$ cat config.mk
export PLATFORM = sky130hd
export DESIGN_NAME = spi_adc_responder
export DESIGN_NICKNAME = d
export VERILOG_FILES = /design/src/rtl/spi_adc_responder.sv
export SDC_FILE = /design/constraint.sdc
export NUM_CORES = 1
export LEC_CHECK = 0
export ABC_AREA = 1
export BUFFER_PORTS_ARGS = -buffer_cell sky130_fd_sc_hd__buf_2
export CAP_MARGIN = 20
export CORE_MARGIN = 8
export CORE_UTILIZATION = 43
export CTS_BUF_LIST = sky130_fd_sc_hd__clkbuf_8
export DETAILED_ROUTE_END_ITERATION = 12
export RECOVER_POWER = 50
export SETUP_SLACK_MARGIN = 0.3
export SLEW_MARGIN = 25
export SYNTH_ARGS = -nofsm -noshare
export SYNTH_HDL_FRONTEND = slang
export SYNTH_SLANG_ARGS = --single-unit
$ cat constraint.sdc
create_clock -name clk -period 3.2 [get_ports clk]
set_input_delay 0.32 -clock clk [delete_from_list [all_inputs] [get_ports clk]]
set_output_delay 0.32 -clock clk [all_outputs]
set_load 0.05 [all_outputs]
$ cat src/rtl/spi_adc_responder.sv
// rtl/spi_adc_responder.sv - SPI responder emulating a 12-bit serial ADC with MOSI loopback capture
module spi_adc_responder #(
  parameter int DATA_W      = 12,
  parameter int LEAD_ZEROS  = 4,
  parameter int SYNC_STAGES = 2
) (
  input  logic                         clk,
  input  logic                         reset,
  input  logic [DATA_W-1:0]            sample_in,
  input  logic                         sample_valid,
  input  logic                         sck,
  input  logic                         cs,
  input  logic                         mosi,
  output logic                         miso,
  output logic                         miso_oe,
  output logic                         busy,
  output logic                         frame_done,
  output logic                         frame_abort,
  output logic [LEAD_ZEROS+DATA_W-1:0] rx_data,
  output logic                         rx_valid
);

  localparam int          F     = LEAD_ZEROS + DATA_W;
  localparam logic [4:0]  F_CNT = 5'(F);

  typedef enum logic [1:0] {IDLE, SHIFT, TAIL} state_t;

  state_t                 state, state_next;
  logic [SYNC_STAGES-1:0] sck_sync, cs_sync, mosi_sync;
  logic                   sck_d, cs_d;
  logic                   sck_s, cs_s, mosi_s;
  logic                   sck_rise, sck_fall, cs_rise, cs_fall;
  logic [SYNC_STAGES:0]   settle;
  logic                   armed;
  logic [DATA_W-1:0]      holding;
  logic [F-1:0]           tx_shift, rx_shift;
  logic [4:0]             bit_cnt;

  always_ff @(posedge clk) begin
    if (reset) begin
      sck_sync  <= '1;
      cs_sync   <= '1;
      mosi_sync <= '0;
      sck_d     <= 1'b1;
      cs_d      <= 1'b1;
    end else begin
      sck_sync  <= {sck_sync[SYNC_STAGES-2:0], sck};
      cs_sync   <= {cs_sync[SYNC_STAGES-2:0], cs};
      mosi_sync <= {mosi_sync[SYNC_STAGES-2:0], mosi};
      sck_d     <= sck_s;
      cs_d      <= cs_s;
    end
  end

  assign sck_s    = sck_sync[SYNC_STAGES-1];
  assign cs_s     = cs_sync[SYNC_STAGES-1];
  assign mosi_s   = mosi_sync[SYNC_STAGES-1];
  assign sck_rise = sck_s & ~sck_d;
  assign sck_fall = ~sck_s & sck_d;
  assign cs_rise  = cs_s & ~cs_d;
  assign cs_fall  = ~cs_s & cs_d;

  // A cs low level left over from reset must be seen high before a fall can start a frame.
  always_ff @(posedge clk) begin
    if (reset) begin
      settle <= '0;
      armed  <= 1'b0;
    end else begin
      settle <= {settle[SYNC_STAGES-1:0], 1'b1};
      if (settle[SYNC_STAGES] && cs_s && cs_d)
        armed <= 1'b1;
    end
  end

  always_ff @(posedge clk) begin
    if (reset)
      state <= IDLE;
    else
      state <= state_next;
  end

  always_comb begin
    state_next = state;
    case (state)
      IDLE:    if (cs_fall && armed) state_next = SHIFT;
      SHIFT: begin
        if (cs_rise)
          state_next = IDLE;
        else if (sck_fall && bit_cnt == F_CNT)
          state_next = TAIL;
      end
      TAIL:    if (cs_rise) state_next = IDLE;
      default: state_next = IDLE;
    endcase
  end

  always_ff @(posedge clk) begin
    if (reset) begin
      holding     <= '0;
      tx_shift    <= '0;
      rx_shift    <= '0;
      bit_cnt     <= '0;
      rx_data     <= '0;
      rx_valid    <= 1'b0;
      frame_done  <= 1'b0;
      frame_abort <= 1'b0;
    end else begin
      rx_valid    <= 1'b0;
      frame_done  <= 1'b0;
      frame_abort <= 1'b0;
      if (sample_valid)
        holding <= sample_in;
      case (state)
        IDLE: begin
          if (cs_fall && armed) begin
            tx_shift <= {{LEAD_ZEROS{1'b0}}, holding};
            bit_cnt  <= '0;
          end
        end
        SHIFT: begin
          if (cs_rise) begin
            if (bit_cnt == F_CNT) begin
              rx_data    <= rx_shift;
              rx_valid   <= 1'b1;
              frame_done <= 1'b1;
            end else begin
              frame_abort <= 1'b1;
            end
          end else begin
            if (sck_rise && bit_cnt < F_CNT) begin
              rx_shift <= {rx_shift[F-2:0], mosi_s};
              bit_cnt  <= bit_cnt + 5'd1;
            end
            // The leading CPOL=1 fall keeps the MSB presented since cs fell.
            if (sck_fall && bit_cnt != 5'd0 && bit_cnt < F_CNT)
              tx_shift <= {tx_shift[F-2:0], 1'b0};
          end
        end
        TAIL: begin
          if (cs_rise) begin
            rx_data    <= rx_shift;
            rx_valid   <= 1'b1;
            frame_done <= 1'b1;
          end
        end
        default: ;
      endcase
    end
  end

  always_comb begin
    miso    = 1'b0;
    miso_oe = 1'b0;
    busy    = 1'b0;
    if (state != IDLE) begin
      miso_oe = 1'b1;
      busy    = 1'b1;
    end
    if (state == SHIFT)
      miso = tx_shift[F-1];
  end

endmodule
# [Yosys cells after proc, flatten, opt, wreduce, memory -nomap -nowiden]
# Cells that the tools add are included.
[totals] ram_bits=0 out_inout_bits=22 latch_bits=0 input_bits=18 regBits=81 elab_cells=82 n_memories=0 rom_bits=0
[op_classes] n_mux=25 n_bitwise=10 reduce_logical=18 n_div=0 eq_ne=11 add_sub_neg=1 shift=0 magnitude_cmp=1 mul=0
[op_table] operator="$mux W16" count=6
[op_table] operator="$pmux W16 S2" count=2
[op_table] operator="$mux W5" count=3
[op_table] operator="$ne A2 B2 Y1 const B" count=7
[op_table] operator="$reduce_and A4 Y1" count=3
[op_table] operator="$pmux W5 S2" count=1
[op_table] operator="$mux W2" count=4
[op_table] operator="$logic_and A1 B1 Y1" count=7
[op_table] operator="$mux W1" count=7
[op_table] operator="$not A1 Y1" count=6
[op_table] operator="$pmux W2 S3" count=1
[op_table] operator="$reduce_and A3 Y1" count=2
[op_table] operator="$reduce_bool A2 Y1" count=3
[op_table] operator="$add A5 B1 Y5 const B" count=1
[op_table] operator="$eq A5 B5 Y1 const B" count=1
[op_table] operator="$lt A5 B5 Y1 const B" count=1
[op_table] operator="$reduce_bool A5 Y1" count=1
[op_table] operator="$and A1 B1 Y1" count=4
[op_table] operator="$ne A3 B3 Y1 const B" count=1
[op_table] operator="$reduce_or A3 Y1" count=1
[op_table] operator="$eq A2 B1 Y1 const B" count=1
[op_table] operator="$eq A2 B2 Y1 const B" count=1
[op_table] operator="$logic_not A2 Y1" count=1
[op_table] operator="$pmux W1 S2" count=1

# [Longest topological paths before layout]
# Gate-level depths: netlist of run 1.
[depth] depth_word=7 ltp_mapped=10 mapped_depth_nobuf=10

# [Least setup slack after synthesis of run 1]
# Ideal clock, no wire load.
[synth_path] path_kind="reg-to-reg" start="register state[0]" end="register tx_shift[0]" path_buffers=1 stages_incl_launch_ff=8 arrival_time_ns=1.508 required_time_ns=3.071 slack_ns=1.563 cell_sequence="dfxtp_1 -> inv_1 -> ha_1 -> inv_1 -> nand2_2 -> buf_1 -> nand4_1 -> a21oi_1"
[synth_between] elab_chain_cells=3 elab_cells_between_ends=8
[synth_lines] item="start: declaration" line="28" text="state_t state, state_next;"
[synth_lines] item="start signal: assignment" line="79" text="state <= state_next;"
[synth_lines] item="$eq A2 B1 Y1 / $logic_not A2 Y1 (equally long branches)" line="113" text="case (state)"
[synth_lines] item="$ne A2 B2 Y1 (no line) / $reduce_bool A2 Y1 (equally long branches)"
[synth_lines] item="$reduce_and A4 Y1 (no line)"
[synth_lines] item="end signal: assignment" line="116" text="tx_shift <= {{LEAD_ZEROS{1'b0}}, holding};"
[synth_lines] item="end signal: assignment" line="136" text="tx_shift <= {tx_shift[F-2:0], 1'b0};"
[synth_lines] item="end: declaration" line="36" text="logic [F-1:0] tx_shift, rx_shift;"
# Several ways; a longest one is shown, not always the timed one.
# A chain may end at the register's enable or synchronous reset.

# [Worst setup path in the final report of run 1]
[layout_path] start="register state[1]" end="register rx_shift[2]"
[layout_between] elab_chain_cells=2
[layout_lines] item="$eq A2 B1 Y1" line="113"
[layout_lines] item="$reduce_and A3 Y1 (no line)"
[layout_lines] item="end signal: assignment" line="131" text="rx_shift <= {rx_shift[F-2:0], mosi_s};"
[layout_lines] item="end: declaration" line="36"
# Every way passes these cells.

==> results.sh, run 1 <==
export IMPL_max_freq_mhz=386
export IMPL_synth_ff_latch_count=81
export IMPL_vias_per_cell=4.73
export IMPL_synth_top_area_cell="dfxtp_1"
export IMPL_powerDensity_nw_per_um2=634
export IMPL_crit_required_ps=3450
export IMPL_switchingPower_mw=0.771
export IMPL_grt_pass1_wl_um=11900
export IMPL_place_detailed_hpwl_um=4570
export IMPL_track_usage_pct=14.1
export IMPL_skew_ps=13.5
export IMPL_synthFlopType="dfxtp_1"
export IMPL_violations="max-capacitance violations"
export IMPL_status="complete, but fails checks"
export IMPL_synth_most_common_cell="nor2_1"
export IMPL_power_internal_mw=1.55
export IMPL_slew_headroom_pct=0.363
export IMPL_rows=32
export IMPL_seqCellArea_um2=1620
export IMPL_async_reset_ff_share_pct=0
export IMPL_period_share_pct=80.9
export IMPL_insertion_delay_ps=350
export IMPL_arrival_ps=2840
export IMPL_port_buffers=39
export IMPL_fin_ws_ps=612
export IMPL_synth_top_cell_area_share_pct=49.5
export IMPL_synth_warnings=0
export IMPL_antenna_found_initial=0
export IMPL_fillCellCount=786
export IMPL_maxSlewViolCount=0
export IMPL_slowest_stage="nor3_4"
export IMPL_wl_per_cell_um=11.6
export IMPL_worstSetupStartpointType="register"
export IMPL_setup_violations=0
export IMPL_min_path_type="primary input to register"
export IMPL_seq_power_share_pct=47.5
export IMPL_cts_tree="built"
export IMPL_power_mw=2.32
export IMPL_vias=2730
export IMPL_path_delay_family="simple AND/OR/NAND/NOR gates"
export IMPL_ys_top_cells_by_count="nor2_1 (110), dfxtp_1 (81), nand2_1 (62), inv_1 (38), o21ai_0 (29)"
export IMPL_grt_overflow=0
export IMPL_cap_violations=1
export IMPL_cp_end_kind="register"
export IMPL_synth_edf_count=0
export IMPL_die_area_um2=10700
export IMPL_p_leak_nw=1.68
export IMPL_grt_pass1_vias=2646
export IMPL_drt_iter0_drc=156
export IMPL_chipHeight_um=103
export IMPL_cts_setup_buffers=0
export IMPL_comb_power_share_pct=21.2
export IMPL_final_cells=577
export IMPL_hold_buffers=0
export IMPL_yosysSeqAreaShare_pct=49.5
export IMPL_syn_instance_count=442
export IMPL_netlist_area_um2=3280
export IMPL_crit_chain="inv_1 -> ha_1 -> inv_1 -> nor3_4 -> inv_2 -> nor2_1 -> nor2_1"
export IMPL_clockBufferDepth=2
export IMPL_path_max_fanout=28
export IMPL_area_growth_pct=11.6
export IMPL_peakVddDrop_uv=322
export IMPL_drc=0
export IMPL_wirelength_um=6690
export IMPL_cp_slowest_stage_delay_ps=710
export IMPL_root_buffer="clkbuf_8"
export IMPL_core_area_um2=7570
export IMPL_clk_pin_slew_ps=90
export IMPL_htree_levels=3
export IMPL_yosysUniqueCellTypes=26
export IMPL_swShare_pct=33.2
export IMPL_fin_crit_ps=2590
export IMPL_die_w_um=103
export IMPL_gp_congestion=0.741
export IMPL_multiInputGateArea_um2=1360
export IMPL_clkPwrFrac_pct=31.3
export IMPL_antenna_left=0
export IMPL_yosys_top_cells_area="dfxtp_1 (49%), nor2_1 (13%), nand2_1 (7.1%), o21ai_0 (4.4%), inv_1 (4.4%)"
export IMPL_totalNegativeSetupSlack_ps=0
export IMPL_cts_buffers=9
export IMPL_start_util_pct=43.3
export IMPL_tightest_slew_ps=1490
export IMPL_place_ws_ps=842
export IMPL_syn_nets=465
export IMPL_diodes=0
export IMPL_worstSetupPathType="register to register"
export IMPL_ctsResizeCount=0
export IMPL_hold_violations=0
export IMPL_cts_sinks=81
export IMPL_grt_start_max_net_pins=43
export IMPL_fin_nets=493
export IMPL_post_place_cells=561
export IMPL_first_pass_iters=5
export IMPL_synth_avg_cell_area_um2=7.42
export IMPL_rsz0062_at_grt="no"
export IMPL_io_pins=40
export IMPL_final_util_pct=48.3
export IMPL_path_buf_inv=3
export IMPL_drive_gt1_share_pct=11.2
## layout by cell type (no fill, tap or decap)
master	n
o21ai_1	19
inv_1	39
nor3_1	3
clkbuf_8	11
nand3_1	9
nor2_2	1
inv_6	4
o21ai_0	29
clkbuf_1	24
nand2_2	3
a21oi_1	13
nor2_1	110
nand2_1	62
a21boi_1	1
clkinv_4	1
xor2_1	1
nand3_4	1
buf_2	16
dfxtp_1	81
nor3_4	1
nand4_1	16
inv_2	10
nor2_4	1
or2_2	4
o21a_1	10
ha_1	5
## stage by stage
| stage | cell area [µm²] | hold WS [ps] |
|---|---|---|
| finish | 3660 | 154 |
| CTS | 3700 | 137 |
| floorplan | 3280 | 388 |
| global route | 3660 | 123 |
| detailed placement | 3510 | 394 |
| global placement | 3510 | 389 |
## path summary, 6_finish.rpt
kind	slack [ps]	start	cells past startpoint	endpoint
min	150	cs	2	cs_sync[0]$_SDFF_PP1_
max reg2reg	610	state[1]$_SDFFE_PP0P_	7	rx_shift[2]$_SDFFE_PP0P_
min reg2reg	410	settle[1]$_SDFF_PP0_	2	settle[2]$_SDFF_PP0_
max	610	state[1]$_SDFFE_PP0P_	7	rx_shift[2]$_SDFFE_PP0P_
## worst register-to-register path: stages (launching register included)
cell     delay (ps)
dfxtp_1         320
inv_1            90
ha_1            390
inv_1           490
nor3_4          710
inv_2           270
nor2_1          150
nor2_1           60
## flip-flops by register name (all words and copies together), names as in the netlist
| register | cells |
|---|---|
| sck_sync | 2 |
| frame_abort | 1 |
| settle | 3 |
| sck_d | 1 |
| tx_shift | 16 |
| rx_valid | 1 |
| bit_cnt | 5 |
| cs_d | 1 |
| cs_sync | 2 |
| holding | 12 |
| rx_data | 16 |
| state | 2 |
| mosi_sync | 2 |
| armed | 1 |
| rx_shift | 16 |
## cell type report
type                       count  area share [%]
sequential                    81            44.3
multi-input combinational    289            37.2
inverter                      49            5.03
timing repair buffer          40            4.65
clock buffer                  11            4.14
tap                          102            3.49
clock inverter                 5            1.20
## cells by family after synthesis
kind of cell    count (synthesis)  share of synthesized area [%]
fa+ha+maj                       5                           1.91
simple gates                  211                           27.5
flops                          81                           49.5
compound gates                 72                           11.8
xor+xnor                        1                          0.267
buf+inv                        72                           9.05
## power by group through the flow
stage	Sequential, mW	Combinational (mW)	Clock [mW]
6_report	1.10	0.492	0.726
5_1_grt	1.11	0.557	0.801
4_1_cts	1.10	0.503	0.747
3_5_place_dp	1.13	0.503	0
3_3_place_gp	1.12	0.493	0
2_1_floorplan	1.14	0.406	0
## routing by layer
metal	GRT usage, %	routed length [µm]	share of wire [%]	up-vias
met4	5.01	80	1.2	0
met2	22.7	3080	46	39
met5	0	0	0	-
met3	5.49	331	4.9	8
li1	-	-	-	1450
met1	16.6	3200	48	1233
(Power assumes the default switching activity.)
==> inputs of run 2 (changes only) <==
==> constraint.sdc (replaced) <==
create_clock -name clk -period 2.4 [get_ports clk]
set_input_delay 0.24 -clock clk [delete_from_list [all_inputs] [get_ports clk]]
set_output_delay 0.24 -clock clk [all_outputs]
set_load 0.05 [all_outputs]
==> run 2 against run 1 <==
The run now ends clean. Global-route usage is 0.10 points higher. Die area stayed put. First-iteration DRC count is 40% lower. Combinational power is 36% higher. Non-clock buffer count is 4 higher. Register-to-register slack worse by 190 ps. Critical path depth stayed put. Fmax is 31% higher. Largest power group unchanged.
==> results.sh, run 2 (synthesis results as in run 1) <==
export IMPL_die_area_um2=10700
export IMPL_r2r_start="state[1]$_SDFFE_PP0P_"
export IMPL_grt_start_max_net_pins=33
export IMPL_crit_required_ps=2680
export IMPL_multiInputGateArea_um2=1350
export IMPL_htree_levels=3
export IMPL_cts_tree="built"
export IMPL_drc=0
export IMPL_cts_sinks=81
export IMPL_ctsResizeCount=0
export IMPL_hold_path_end="sck_sync[0]$_SDFF_PP1_"
export IMPL_final_common_cell="nor2_1"
export IMPL_grt_pass1_vias=2628
export IMPL_tightest_slew_ps=1160
export IMPL_min_path_type="primary input to register"
export IMPL_period_share_pct=82.4
export IMPL_cp_end_kind="register"
export IMPL_insertion_delay_ps=350
export IMPL_worstSetupPathType="register to register"
export IMPL_drt_iter0_drc=94
export IMPL_fin_area_um2=3700
export IMPL_peakVddDrop_uv=409
export IMPL_core_area_um2=7570
export IMPL_cts_buffers=9
export IMPL_vias=2768
export IMPL_holdCritStartpoint="sck"
export IMPL_reg2regPathDepth=7
export IMPL_fillCellCount=772
export IMPL_fin_nets=497
export IMPL_place_detailed_hpwl_um=4680
export IMPL_first_pass_iters=4
export IMPL_final_cell_mix="nor2_1 (110), dfxtp_1 (81), nand2_1 (62), inv_1 (38), o21ai_0 (32)"
export IMPL_worstSetupStartpointType="register"
export IMPL_drive_gt1_share_pct=12.1
export IMPL_clockBufferDepth=2
export IMPL_wirelength_um=6910
export IMPL_dpl_cell_area_um2=3530
export IMPL_post_place_cells=565
export IMPL_hold_violations=0
export IMPL_setup_violations=0
export IMPL_area_growth_pct=12.8
export IMPL_cts_setup_buffers=0
export IMPL_seqCellArea_um2=1620
export IMPL_io_pins=40
export IMPL_cap_violations=0
export IMPL_final_cells=580
export IMPL_final_util_pct=48.9
export IMPL_clk_pin_slew_ps=80
export IMPL_reg_top3="rx_data: 16 flops, rx_shift: 16 flops, tx_shift: 16 flops"
export IMPL_arrival_ps=2260
export IMPL_place_ws_ps=584
export IMPL_rows=32
export IMPL_holdPathStages=2
export IMPL_wl_per_cell_um=11.9
export IMPL_track_usage_pct=14.2
export IMPL_grt_pass1_wl_um=12000
export IMPL_start_util_pct=43.3
export IMPL_powerDensity_nw_per_um2=873
export IMPL_vias_per_cell=4.77
export IMPL_fin_crit_ps=1980
export IMPL_chipHeight_um=103
export IMPL_hold_buffers=0
export IMPL_fin_ws_ps=423
export IMPL_antenna_left=0
export IMPL_grt_overflow=0
export IMPL_totalNegativeSetupSlack_ps=0
export IMPL_max_freq_mhz=506
export IMPL_rsz0062_at_grt="no"
export IMPL_maxSlewViolCount=0
export IMPL_path_max_fanout=16
export IMPL_status="complete, no violations"
export IMPL_gp_congestion=0.747
export IMPL_p_leak_nw=1.71
export IMPL_antenna_found_initial=0
export IMPL_port_buffers=39
export IMPL_die_w_um=103
export IMPL_r2r_end="rx_shift[12]$_SDFFE_PP0P_"
export IMPL_skew_ps=6.90
export IMPL_reg2reg_slack_ps=420
export IMPL_root_buffer="clkbuf_8"
export IMPL_diodes=0
export IMPL_slew_headroom_pct=22.6
run 2: cell types whose count changed in the layout (fill, tap and decap cells not counted), moves of 3 or more:
cell / delta
buf_4: +3
buf_2: +3
o21ai_0: +3
inv_6: -3
o21ai_1: -3
run 2: layer usage:
layer	track usage, %	share of wire [%]	vias to the layer above
met2	22.2	44	35
met4	7.23	1.8	0
met5	0	0	-
li1	-	-	1457
met3	3.35	3.5	10
met1	17.8	50	1266
run 2: worst max-delay path by stage:
stage | startpoint | end | slack (ps)
final | state[1]$_SDFFE_PP0P_ | rx_shift[12]$_SDFFE_PP0P_ | 420
after floorplan | state[0]$_SDFFE_PP0P_ | tx_shift[0]$_SDFFE_PP0P_ | 760
after global placement | state[1]$_SDFFE_PP0P_ | tx_shift[7]$_SDFFE_PP0P_ | 610
after CTS | state[1]$_SDFFE_PP0P_ | tx_shift[1]$_SDFFE_PP0P_ | 560
after global routing | state[1]$_SDFFE_PP0P_ | rx_shift[0]$_SDFFE_PP0P_ | 200
after detailed placement | state[1]$_SDFFE_PP0P_ | bit_cnt[0]$_SDFFE_PP0P_ | 580
run 2: layout make-up:
class / instances / share of cell area, %
multi-input combinational: 289 / 36.5
clock buffer: 9 / 3.35
clock inverter: 6 / 2.50
inverter: 49 / 4.97
sequential: 81 / 43.8
tap: 102 / 3.45
timing repair buffer: 44 / 5.41
run 2: per-stage QoR:
stage	total power [mW]	hold slack [ps]
after floorplan	2.06	344
after global placement	2.17	389
after detailed placement	2.18	393
after CTS	3.27	50.5
after global routing	3.42	56.6
final	3.23	69.0
run 2: power by group:
| part | leakage (nW) | total, mW | switching [mW] | internal, mW |
|---|---|---|---|---|
| Sequential | 0.660 | 1.47 | 0.0364 | 1.43 |
| Clock | 0.102 | 1.09 | 0.506 | 0.585 |
| Combinational | 0.948 | 0.670 | 0.475 | 0.195 |
run 2: worst max-delay path, stage by stage (launching register included):
cell and delay, ps:
dfxtp_1 320, inv_1 100, ha_1 190, inv_2 130
nor3_1 320, clkbuf_1 590, o21ai_0 150, nor2_1 120
==> inputs of run 3 (changes only) <==
==> constraint.sdc (replaced) <==
create_clock -name clk -period 1.95 [get_ports clk]
set_input_delay 0.195 -clock clk [delete_from_list [all_inputs] [get_ports clk]]
set_output_delay 0.195 -clock clk [all_outputs]
set_load 0.05 [all_outputs]
==> run 3 against run 2 <==
Power is 25% higher. Sequential power increased by 23%. Routed wire length is 0.83% lower. Worst hold slack worse by 31 ps. Global-route usage decreased by 0.11 points. Largest power group unchanged.
==> results.sh, run 3 (synthesis results as in run 1) <==
export IMPL_status="complete, no violations"
export IMPL_startpoint="state[0]$_SDFFE_PP0P_"
export IMPL_rows=32
export IMPL_die_area_um2=10700
export IMPL_antenna_found_initial=0
export IMPL_powerDensity_nw_per_um2=1050
export IMPL_crit_end="tx_shift[0]$_SDFFE_PP0P_"
export IMPL_io_pins=40
export IMPL_p_leak_nw=1.77
export IMPL_hold_violations=0
export IMPL_arrival_ps=1800
export IMPL_fillCellCount=792
export IMPL_crit_required_ps=2160
export IMPL_grt_overflow=0
export IMPL_slowest_stage="dfxtp_2"
export IMPL_wl_per_cell_um=11.5
export IMPL_path_max_fanout=8
export IMPL_cp_slowest_stage_delay_ps=350
export IMPL_final_util_pct=50.9
export IMPL_holdPathStages=3
export IMPL_tightest_slew_ps=769
export IMPL_port_buffers=39
export IMPL_final_cells=593
export IMPL_worstSetupPathType="register to register"
export IMPL_max_freq_mhz=628
export IMPL_drive_gt1_share_pct=15.5
export IMPL_maxSlewViolCount=0
export IMPL_insertion_delay_ps=360
export IMPL_first_pass_iters=4
export IMPL_grt_pass1_vias=2729
export IMPL_die_w_um=103
export IMPL_place_ws_ps=240
export IMPL_htree_levels=3
export IMPL_reg2regPathDepth=8
export IMPL_grt_start_max_net_pins=45
export IMPL_cap_violations=0
export IMPL_reg_top3="rx_data: 16 flops, rx_shift: 16 flops, tx_shift: 16 flops"
export IMPL_clk_pin_slew_ps=80
export IMPL_wirelength_um=6850
export IMPL_final_cell_mix="nor2_1 (110), dfxtp_1 (79), nand2_1 (62), inv_1 (36), o21ai_0 (31)"
export IMPL_place_detailed_hpwl_um=4560
export IMPL_root_buffer="clkbuf_8"
export IMPL_fin_ws_ps=357
export IMPL_skew_ps=11.0
export IMPL_cts_sinks=81
export IMPL_worstSetupStartpointType="register"
export IMPL_r2r_end="tx_shift[0]$_SDFFE_PP0P_"
export IMPL_crit_path_frequent_cell="nand2_1"
export IMPL_slew_headroom_pct=48.7
export IMPL_area_growth_pct=17.6
export IMPL_post_place_cells=569
export IMPL_cp_end_kind="register"
export IMPL_drt_iter0_drc=108
export IMPL_vias_per_cell=4.73
export IMPL_reg2reg_slack_ps=360
export IMPL_final_common_cell="nor2_1"
export IMPL_fin_nets=509
export IMPL_fin_crit_ps=1590
export IMPL_start_util_pct=43.3
export IMPL_crit_chain="inv_1 -> ha_1 -> nand2_1 -> nand2_1 -> clkinv_4 -> buf_4 -> nand4_1 -> a21oi_1"
export IMPL_cts_buffers=9
export IMPL_core_area_um2=7570
export IMPL_power_mw=4.05
export IMPL_cts_tree="built"
export IMPL_min_path_type="primary input to register"
export IMPL_r2r_start="state[0]$_SDFFE_PP0P_"
export IMPL_drc=0
export IMPL_track_usage_pct=14.1
export IMPL_chipHeight_um=103
export IMPL_clockBufferDepth=2
export IMPL_gp_congestion=0.801
export IMPL_setup_violations=0
export IMPL_antenna_left=0
export IMPL_peakVddDrop_uv=482
export IMPL_totalNegativeSetupSlack_ps=0
export IMPL_rsz0062_at_grt="no"
export IMPL_period_share_pct=81.7
export IMPL_diodes=0
export IMPL_vias=2803
export IMPL_grt_pass1_wl_um=11900
run 3: stage by stage:
stage | hold WS (ps) | area, µm²
floorplan | 299 | 3280
global placement | 378 | 3560
detailed placement | 384 | 3560
CTS | 21.8 | 3800
global route | 38.1 | 3850
finish | 37.6 | 3850
run 3: what timing repair did:
action	4_1_cts	5_1_grt
buffers inserted	0	5
setup endpoints to repair	17	51
hold buffers	2	0
endpoints found under the hold margin	2	0
gates resized for setup	5	17
gates cloned	0	1
pin swaps	1	2
run 3: final cells by class:
type                       count  area [µm²]  share of cell area (%)
multi-input combinational    290        1400                    36.3
sequential                    81        1620                    42.1
clock buffer                   9         124                    3.21
tap                          102         128                    3.31
inverter                      49         189                    4.90
clock inverter                 7        81.3                    2.11
timing repair buffer          55         308                    7.99
run 3: worst min-delay path by stage:
stage | startpoint | to | slack [ps]
6_report | mosi | mosi_sync[0]$_SDFF_PP0_ | 40
4_1_cts | mosi | mosi_sync[0]$_SDFF_PP0_ | 20
5_1_grt | mosi | mosi_sync[0]$_SDFF_PP0_ | 40
3_3_place_gp | cs | cs_sync[0]$_SDFF_PP1_ | 380
3_5_place_dp | cs | cs_sync[0]$_SDFF_PP1_ | 380
2_1_floorplan | cs | cs_sync[0]$_SDFF_PP1_ | 300
run 3: critical path, delay by kind of cell, from the launching register on:
| kind | cells | cell delay [ps] |
|---|---|---|
| DFF | 1 | 350 |
| adders and majority gates | 1 | 230 |
| AOI/OAI and AO/OA | 1 | 70 |
| and+or+nand+nor | 3 | 370 |
| buffers and inverters | 3 | 420 |
run 3: layer usage:
layer	vias to the layer above	global-route usage [%]	routed length [µm]	share of wire, %
li1	1478	-	-	-
met1	1274	16.7	3380	49
met2	44	23.0	3070	45
met3	7	4.02	298	4.4
met4	0	6.56	99	1.4
met5	-	0	0	0
run 3: report_power, final:
part | total [mW] | switching, mW | internal (mW)
registers | 1.81 | 0.0473 | 1.77
logic | 0.963 | 0.635 | 0.328
clock network | 1.27 | 0.657 | 0.614
total | 4.05 | 1.34 | 2.71
